$ cat src/rtl/phy_rx_deserializer_if.sv
// Serial lane receive interface: serial bit stream in, aligned bytes out.
// The deserializer uses the slave modport; the lane source or bench uses master.
interface phy_rx_deserializer_if;
    logic       serial_in;
    logic [7:0] data_out;
    logic       valid_out;
    logic       active;

    modport master (
        output serial_in,
        input  data_out,
        input  valid_out,
        input  active
    );

    modport slave (
        input  serial_in,
        output data_out,
        output valid_out,
        output active
    );
endinterface

$ cat src/rtl/phy_rx_deserializer.sv
// phy_rx_deserializer: receive end of one PHY serial lane.
// Shifts in one bit per clk_32f edge (MSB first), hunts for the COMMA byte to
// find byte alignment, needs BC_COUNT consecutive aligned commas to go ACTIVE,
// then delivers each aligned non-comma byte with a one-cycle valid strobe.
// Optional feature macro: PHY_RX_LOSS_OF_SYNC_EN -- when defined, four
// misaligned commas seen in ACTIVE (with no aligned comma between them)
// drop the lane back to SEARCH.
module phy_rx_deserializer #(
    parameter logic [7:0]  COMMA    = 8'hBC,
    parameter int unsigned BC_COUNT = 4
) (
    input  logic                  clk_32f,
    input  logic                  reset,
    phy_rx_deserializer_if.slave  rx
);

    typedef enum logic [1:0] {
        SEARCH  = 2'd0,
        SYNCING = 2'd1,
        ACTIVE  = 2'd2
    } state_t;

    localparam logic [3:0] BC_TARGET = 4'(BC_COUNT);

    state_t     state_q,     state_d;
    logic [7:0] sr_q,        sr_d;
    logic [2:0] bit_cnt_q,   bit_cnt_d;
    logic [3:0] bc_cnt_q,    bc_cnt_d;
    logic [7:0] data_out_q,  data_out_d;
    logic       valid_out_q, valid_out_d;
    logic       active_q,    active_d;
`ifdef PHY_RX_LOSS_OF_SYNC_EN
    logic [2:0] misalign_cnt_q, misalign_cnt_d;
`endif

    logic [7:0] byte_w_s;
    logic [3:0] bc_inc_s;
    logic       boundary_s;
    logic       comma_s;

    // Next-state, alignment tracking and output computation
    always_comb begin
        byte_w_s    = {sr_q[6:0], rx.serial_in};
        bc_inc_s    = bc_cnt_q + 4'd1;
        boundary_s  = (bit_cnt_q == 3'd7);
        comma_s     = (byte_w_s == COMMA);

        state_d     = state_q;
        sr_d        = byte_w_s;
        bit_cnt_d   = bit_cnt_q + 3'd1;
        bc_cnt_d    = bc_cnt_q;
        data_out_d  = data_out_q;
        valid_out_d = 1'b0;
        active_d    = active_q;
`ifdef PHY_RX_LOSS_OF_SYNC_EN
        misalign_cnt_d = misalign_cnt_q;
`endif

        case (state_q)
            SEARCH: begin
                // bit_cnt is parked at 0 so the first aligned byte ends 8 cycles after the match
                bit_cnt_d = 3'd0;
                if (comma_s) begin
                    state_d  = SYNCING;
                    bc_cnt_d = 4'd1;
                end else begin
                    state_d  = SEARCH;
                end
            end
            SYNCING: begin
                if (boundary_s) begin
                    if (comma_s) begin
                        bc_cnt_d = bc_inc_s;
                        if (bc_inc_s == BC_TARGET) begin
                            state_d  = ACTIVE;
                            active_d = 1'b1;
                        end else begin
                            state_d  = SYNCING;
                        end
                    end else begin
                        state_d  = SEARCH;
                        bc_cnt_d = 4'd0;
                    end
                end else begin
                    state_d = SYNCING;
                end
            end
            ACTIVE: begin
                if (boundary_s) begin
                    data_out_d  = byte_w_s;
                    valid_out_d = !comma_s;
`ifdef PHY_RX_LOSS_OF_SYNC_EN
                    if (comma_s) begin
                        misalign_cnt_d = 3'd0;
                    end else begin
                        misalign_cnt_d = misalign_cnt_q;
                    end
`endif
                end else begin
                    valid_out_d = 1'b0;
`ifdef PHY_RX_LOSS_OF_SYNC_EN
                    if (comma_s) begin
                        if (misalign_cnt_q == 3'd3) begin
                            state_d        = SEARCH;
                            active_d       = 1'b0;
                            bc_cnt_d       = 4'd0;
                            misalign_cnt_d = 3'd0;
                        end else begin
                            misalign_cnt_d = misalign_cnt_q + 3'd1;
                        end
                    end else begin
                        misalign_cnt_d = misalign_cnt_q;
                    end
`endif
                end
            end
            default: begin
                state_d  = SEARCH;
                bc_cnt_d = 4'd0;
                active_d = 1'b0;
            end
        endcase
    end

    // State and output registers with synchronous active-high reset
    always_ff @(posedge clk_32f) begin
        if (reset) begin
            state_q     <= SEARCH;
            sr_q        <= 8'h00;
            bit_cnt_q   <= 3'd0;
            bc_cnt_q    <= 4'd0;
            data_out_q  <= 8'h00;
            valid_out_q <= 1'b0;
            active_q    <= 1'b0;
`ifdef PHY_RX_LOSS_OF_SYNC_EN
            misalign_cnt_q <= 3'd0;
`endif
        end else begin
            state_q     <= state_d;
            sr_q        <= sr_d;
            bit_cnt_q   <= bit_cnt_d;
            bc_cnt_q    <= bc_cnt_d;
            data_out_q  <= data_out_d;
            valid_out_q <= valid_out_d;
            active_q    <= active_d;
`ifdef PHY_RX_LOSS_OF_SYNC_EN
            misalign_cnt_q <= misalign_cnt_d;
`endif
        end
    end

    assign rx.data_out  = data_out_q;
    assign rx.valid_out = valid_out_q;
    assign rx.active    = active_q;

endmodule
$ cat src/flat_wrapper.sv
// flat-port wrapper written by rule: the top's interface ports become plain ports
module phy_rx_deserializer_flat 
#(
    parameter logic [7:0]  COMMA    = 8'hBC,
    parameter int unsigned BC_COUNT = 4
)
  (clk_32f, reset, rx_serial_in, rx_data_out, rx_valid_out, rx_active);
  phy_rx_deserializer_if rx_i ();
  input  logic clk_32f;
  input  logic reset;
  input wire logic [$bits(rx_i.serial_in)-1:0] rx_serial_in;
  output wire logic [$bits(rx_i.data_out)-1:0] rx_data_out;
  output wire logic [$bits(rx_i.valid_out)-1:0] rx_valid_out;
  output wire logic [$bits(rx_i.active)-1:0] rx_active;
  assign rx_i.serial_in = rx_serial_in;
  assign rx_data_out = rx_i.data_out;
  assign rx_valid_out = rx_i.valid_out;
  assign rx_active = rx_i.active;
  phy_rx_deserializer #(.COMMA(COMMA), .BC_COUNT(BC_COUNT)) u_core (.clk_32f(clk_32f), .reset(reset), .rx(rx_i));
endmodule
$ cat config.mk
export PLATFORM = sky130hd
export DESIGN_NAME = phy_rx_deserializer_flat
export DESIGN_NICKNAME = d
export VERILOG_FILES = /design/src/rtl/phy_rx_deserializer_if.sv /design/src/rtl/phy_rx_deserializer.sv /design/src/flat_wrapper.sv
export SDC_FILE = /design/constraint.sdc
export NUM_CORES = 1
export LEC_CHECK = 0
export CAP_MARGIN = 10
export CORE_MARGIN = 2
export CORE_UTILIZATION = 45
export CTS_BUF_LIST = sky130_fd_sc_hd__clkbuf_8
export CTS_CLUSTER_SIZE = 16
export DETAILED_ROUTE_END_ITERATION = 10
export PLACE_DENSITY_LB_ADDON = 0.25
export SYNTH_ARGS = -nofsm -noshare
export SYNTH_HDL_FRONTEND = slang
export SYNTH_SLANG_ARGS = --single-unit
$ cat constraint.sdc
create_clock -name clk_32f -period 1.49 [get_ports clk_32f]
set_clock_uncertainty 0.15 [all_clocks]
set_input_delay 0.298 -clock clk_32f [delete_from_list [all_inputs] [get_ports clk_32f]]
set_output_delay 0.298 -clock clk_32f [all_outputs]
set_load 0.1 [all_outputs]
* Word level (Yosys, flattened, before mapping)
Index checks and enable logic that the tools add are counted.
** Operators by class
- $add $sub $neg :: 2
- Bitwise operators :: 3
- Equal/unequal tests :: 9
- Multiplexer cells :: 13
- Reduce and logical (&&, ||, !) cells :: 8
** Operators with widths (count)
- two-way mux 4 bit :: 3
- one-hot mux 4 bit (3 select lines) :: 1
- equality test 8 bit, second input constant :: 1
- inequality test 2 x 1 -> 1 bit, second input constant :: 4
- two-way mux 2 bit :: 3
- one-hot mux 2 bit (3 select lines) :: 1
- adder 4 x 1 -> 4 bit, second input constant :: 1
- equality test 4 x 3 -> 1 bit, second input constant :: 1
- two-way mux 1 bit :: 4
- AND reduction 4 bit :: 1
- OR reduction 2 bit :: 2
- adder 3 x 1 -> 3 bit, second input constant :: 1
- equality test 3 bit, second input constant :: 1
- inverter 1 bit :: 3
- AND reduction 3 bit :: 1
- OR reduction 3 bit :: 1
- equality test 2 x 1 -> 1 bit, second input constant :: 1
- equality test 2 bit, second input constant :: 1
- zero test 2 bit :: 1
- one-hot mux 1 bit (2 select lines) :: 1
- AND reduction 2 bit :: 1
- zero test 1 bit :: 1
** Word-level totals
- Input port bits :: 3
- Output and inout bits :: 10
- Word-level logic and storage cells :: 42
- Register bits after elaboration :: 26

* Logic depth before layout (Yosys ltp)
Gate-level depths: netlist of the first run.
- Depth in word-level cells :: 6
- Depth in mapped cells :: 7
- Mapped depth without buffers :: 6

* Worst setup path before layout of the first run
OpenSTA, ideal clock, no wires.
- Path type :: flip-flop to flip-flop
- From :: register u_core.bit_cnt_q[0]
- To :: register u_core.data_out_q[0] (netlist: u_core.rx.data_out[0])
- Path slack :: -0.146 ns
- Library setup time :: 0.128 ns
- Required time :: 1.212 ns
- Arrival :: 1.358 ns
- Cell stages (with the launch flop) :: 8
- Path buffers :: 2
- Period minus slack after synthesis :: 1.636 ns
- Cell sequence :: dfxtp_1 > ha_1 > ha_1 > buf_2 > nand3b_1 > buf_2 > mux2i_1 > nor2_1
** On the way
- Longest elaborated chain between the ends :: 2
** RTL lines
- start, declared :: RTL line phy_rx_deserializer.sv:27 : logic [2:0] bit_cnt_q, bit_cnt_d;
- start signal, assigned :: RTL line phy_rx_deserializer.sv:141 : bit_cnt_q <= bit_cnt_d;
- equality test 3 bit :: RTL line phy_rx_deserializer.sv:45 : boundary_s = (bit_cnt_q == 3'd7);
- AND reduction 2 bit (no line)
- end signal, assigned :: RTL line phy_rx_deserializer.sv:143 : data_out_q <= data_out_d;
- end, declared :: RTL line phy_rx_deserializer.sv:29 : logic [7:0] data_out_q, data_out_d;
Every way passes these cells.
A chain may end at the register's enable or synchronous reset.

* Final worst setup path of the first run
- From :: register u_core.sr_q[0]
- To :: register u_core.bc_cnt_q[1]
** On the way
- Longest elaborated chain between the ends :: 4
- Elaborated cells between the ends (all ways) :: 6
- Those cells by class :: eq/ne (2); mux (3); reduce/logical (1)
** RTL lines
- start, declared :: RTL line phy_rx_deserializer.sv:26 : logic [7:0] sr_q, sr_d;
- start signal, assigned :: RTL line phy_rx_deserializer.sv:140 : sr_q <= sr_d;
- equality test 8 bit (*) :: RTL line phy_rx_deserializer.sv:46 : comma_s = (byte_w_s == COMMA);
- two-way mux 4 bit :: RTL line phy_rx_deserializer.sv:72 : if (comma_s) begin
- two-way mux 4 bit :: RTL line phy_rx_deserializer.sv:71 : if (boundary_s) begin
- one-hot mux 4 bit (3 select lines) :: RTL line phy_rx_deserializer.sv:59 : case (state_q)
- end signal, assigned :: RTL line phy_rx_deserializer.sv:142 : bc_cnt_q <= bc_cnt_d;
- end, declared :: RTL line phy_rx_deserializer.sv:28 : logic [3:0] bc_cnt_q, bc_cnt_d;
Every way passes the cells marked *; elsewhere a longest branch is shown, timed or not. The select of a mux whose other input is x is not followed.

==> results of run 1 <==
## per-layer routing
metal,up-vias,track usage (%),routed length (um)
li1,451,-,-
met1,422,24.96,1037
met2,21,27.03,1031
met3,4,2.500,60
met4,0,8.974,31
met5,-,0,0
## worst max path at each step
stage | start | to | depth (start not counted)
after global routing | u_core.sr_q[5] | u_core.bc_cnt_q[1] | 5
after CTS | u_core.sr_q[5] | u_core.bc_cnt_q[1] | 5
final | u_core.sr_q[0] | u_core.bc_cnt_q[1] | 5
after floorplan | u_core.bit_cnt_q[0] | u_core.rx.data_out[0] | 7
after global placement | rx_serial_in | u_core.bc_cnt_q[1] | 5
after detailed placement | rx_serial_in | u_core.bc_cnt_q[1] | 6
## cell usage in the layout, fill, tap and decap left out, drive strengths merged, types with 4 or more instances in the layout
cell type   n
nand2b      4
o21ai       7
dfxtp      26
nand2       5
buf        23
mux2i       8
nor2b      12
ha          4
nor2       14
## state kept, by name (all words and copies together) (netlist names)
signal and flops:
u_core.state_q 2, u_core.bit_cnt_q 3, u_core.rx.data_out 8, u_core.bc_cnt_q 4, u_core.sr_q 7, u_core.rx.active 1
u_core.rx.valid_out 1
## cells by family after synthesis
| family | after synthesis | synth area share [%] |
|---|---|---|
| adders and majority gates | 4 | 4.479 |
| DFF | 26 | 46.58 |
| buffers and inverters | 8 | 3.022 |
| AOI/OAI and AO/OA | 19 | 12.21 |
| muxes | 8 | 7.167 |
| and+or+nand+nor | 51 | 26.54 |
## stage by stage
stage / cell area [um^2] / setup TNS, ps / instances / utilization (%)
after floorplan: 1145 / 0 / 116 / -
after global placement: 1463 / -3438 / 163 / 60.70
after detailed placement: 1463 / -3780 / 163 / 60.70
after CTS: 1551 / -240.9 / 168 / 64.38
after global routing: 1577 / -649.6 / 168 / 65.42
final: 1577 / -117.9 / 168 / 65.42
## area by class of cell
class / instances / area [um^2] / share of cell area (%)
clock inverter: 1 / 30.03 / 1.905
clock buffer: 3 / 41.29 / 2.619
sequential: 26 / 524.3 / 33.25
multi-input combinational: 82 / 606.8 / 38.49
timing repair buffer: 25 / 332.8 / 21.11
tap: 30 / 37.54 / 2.381
inverter: 1 / 3.754 / 0.2381
## power groups by stage
stage | clock network [uW] | registers, uW | logic (uW)
final | 580 | 708 | 58.6
after global routing | 612 | 709 | 62.0
after global placement | 0 | 724 | 54.3
after detailed placement | 0 | 725 | 55.0
after floorplan | 0 | 726 | 28.2
after CTS | 589 | 709 | 56.1
## worst max-delay path, delay by kind of cell (launching register included)
family / cells / cell delay (ps)
simple gates: 2 / 510
flops: 1 / 330
compound gates: 2 / 310
buf+inv: 1 / 150
## timing repair
item / CTS / global route
endpoints found under the setup margin: 8 / 14
pin swaps: 2 / 1
hold buffers: 0 / 0
gates resized for setup: 3 / 11
setup buffers: 1 / 0
cloned: 0 / 0
==> flow_summary.json, run 1 <==
{
  "start_kind": "register",
  "fp.dieH_um": 53.83,
  "cts_sinks": 26,
  "post-place-ws_ps": -447.8,
  "htreeDepth": 1,
  "clkPwrFrac_pct": 43.1,
  "first_global_vias": 842,
  "netlist_area_um2": 1117,
  "power_frac_seq_pct": 52.6,
  "ys_seq_area_share_pct": 46.58,
  "maxSlewHeadroom_pct": 75.63,
  "hold_ws_ps": 290.8,
  "crit_slowest_cell": "dfxtp_1",
  "fin_ws_ps": -66.42,
  "yosys-top-cells-area": "dfxtp_1 (47%), mux2i_1 (7.2%), nor2b_1 (6.7%)",
  "arrival_ps": 1580,
  "synth.yosys.warnings": 0,
  "synth_ff_type": "dfxtp_1",
  "r2r_start": "u_core.sr_q[0]",
  "setup_viol": 5,
  "synth_cells": 116,
  "end_kind": "register",
  "start_util_pct": 46.37,
  "antennaDiodeCount": 0,
  "ff2ff_setup_slack_ps": -70,
  "design_power_total_uw": 1347,
  "drc": 0,
  "ir_drop_v": 0.0007432,
  "clk_pin_slew_ps": 90,
  "area_delta_synth_final_pct": 41.10,
  "synth_cell_types": 32,
  "leakage_uw": 0.0006633,
  "finalNetCount": 146,
  "antenna_found_initial": 0,
  "hold_end": "u_core.sr_q[0]",
  "violations": "setup timing",
  "power_frac_comb_pct": 4.3,
  "max_cap_violations": 0,
  "dp_hpwl_um": 1494,
  "hold_path.class": "in -> reg",
  "finalCritPeriodShare_pct": 104.5,
  "clockRootBuffer": "clkbuf_8",
  "synth_most_common_cell": "dfxtp_1",
  "gp_congestion": 0.7780,
  "core_um2": 2410,
  "wirelength_um": 2160,
  "async_flop_share_pct": 0,
  "r2r.worst_path.cells": 5,
  "fp.dieW_um": 53.83,
  "first_pass_iters": 4,
  "pin_count": 13,
  "clockBufferDepth": 2,
  "swShare_pct": 19.17,
  "rsz0062_at_grt": "true",
  "crit_fanout": 5,
  "synth-edff-count": 0,
  "min_period_ps": 1556,
  "synth.largest_area_cell": "dfxtp_1",
  "p_per_area_nw_per_um2": 854.3,
  "outcome": "finished, violations left",
  "via_per_inst": 5.345,
  "syn_nets": 123,
  "path_class": "reg -> reg",
  "finalHoldViolations": 0,
  "max_freq_mhz": 642.5,
  "portBuffers": 12,
  "fillers": 185,
  "die_area_um2": 2898,
  "drt-initial-drc-count": 19,
  "switching_power_uw": 258.2,
  "cts_buffers": 3,
  "cpPeakStageDelay_ps": 330,
  "hold-path-cell-count": 2,
  "grt_overflow_total": 0,
  "avgSynthCellArea_um2": 9.632,
  "required_ps": 1520,
  "clk_latency_ps": 270,
  "grt_max_degree": 16,
  "ys_seq_elements": 26,
  "vias": 898,
  "synth_top_area_share_pct": 46.58,
  "rows": 18,
  "hold_path_startpoint": "rx_serial_in",
  "r2r_end": "u_core.bc_cnt_q[1]",
  "track_usage_pct": 17.93,
  "drt-wirelength-per-cell_um": 12.86,
  "path_cells": "or2_4, nor3_4, buf_6, a31oi_1, o31ai_1",
  "grt_pass1_wl_um": 3746,
  "max_slew.worst_pin.slew_ps": 365.0,
  "final_max_slew_viol_count": 0,
  "synthTopCellsByCount": "dfxtp_1 (26), nor2_1 (14), nor2b_1 (12)",
  "cts_tree": "built",
  "intPower_uw": 1089,
  "ant_nets": 0,
  "drive_gt1_share_pct": 31.88
}
Power figures use the tool's default switching activity.
==> inputs of run 2 (changes only) <==
ABC_CLOCK_PERIOD_IN_PS = 1490   (was unset)
==> results of run 2 <==
The final DEF is identical to that of run 1; final timing and power are the same.
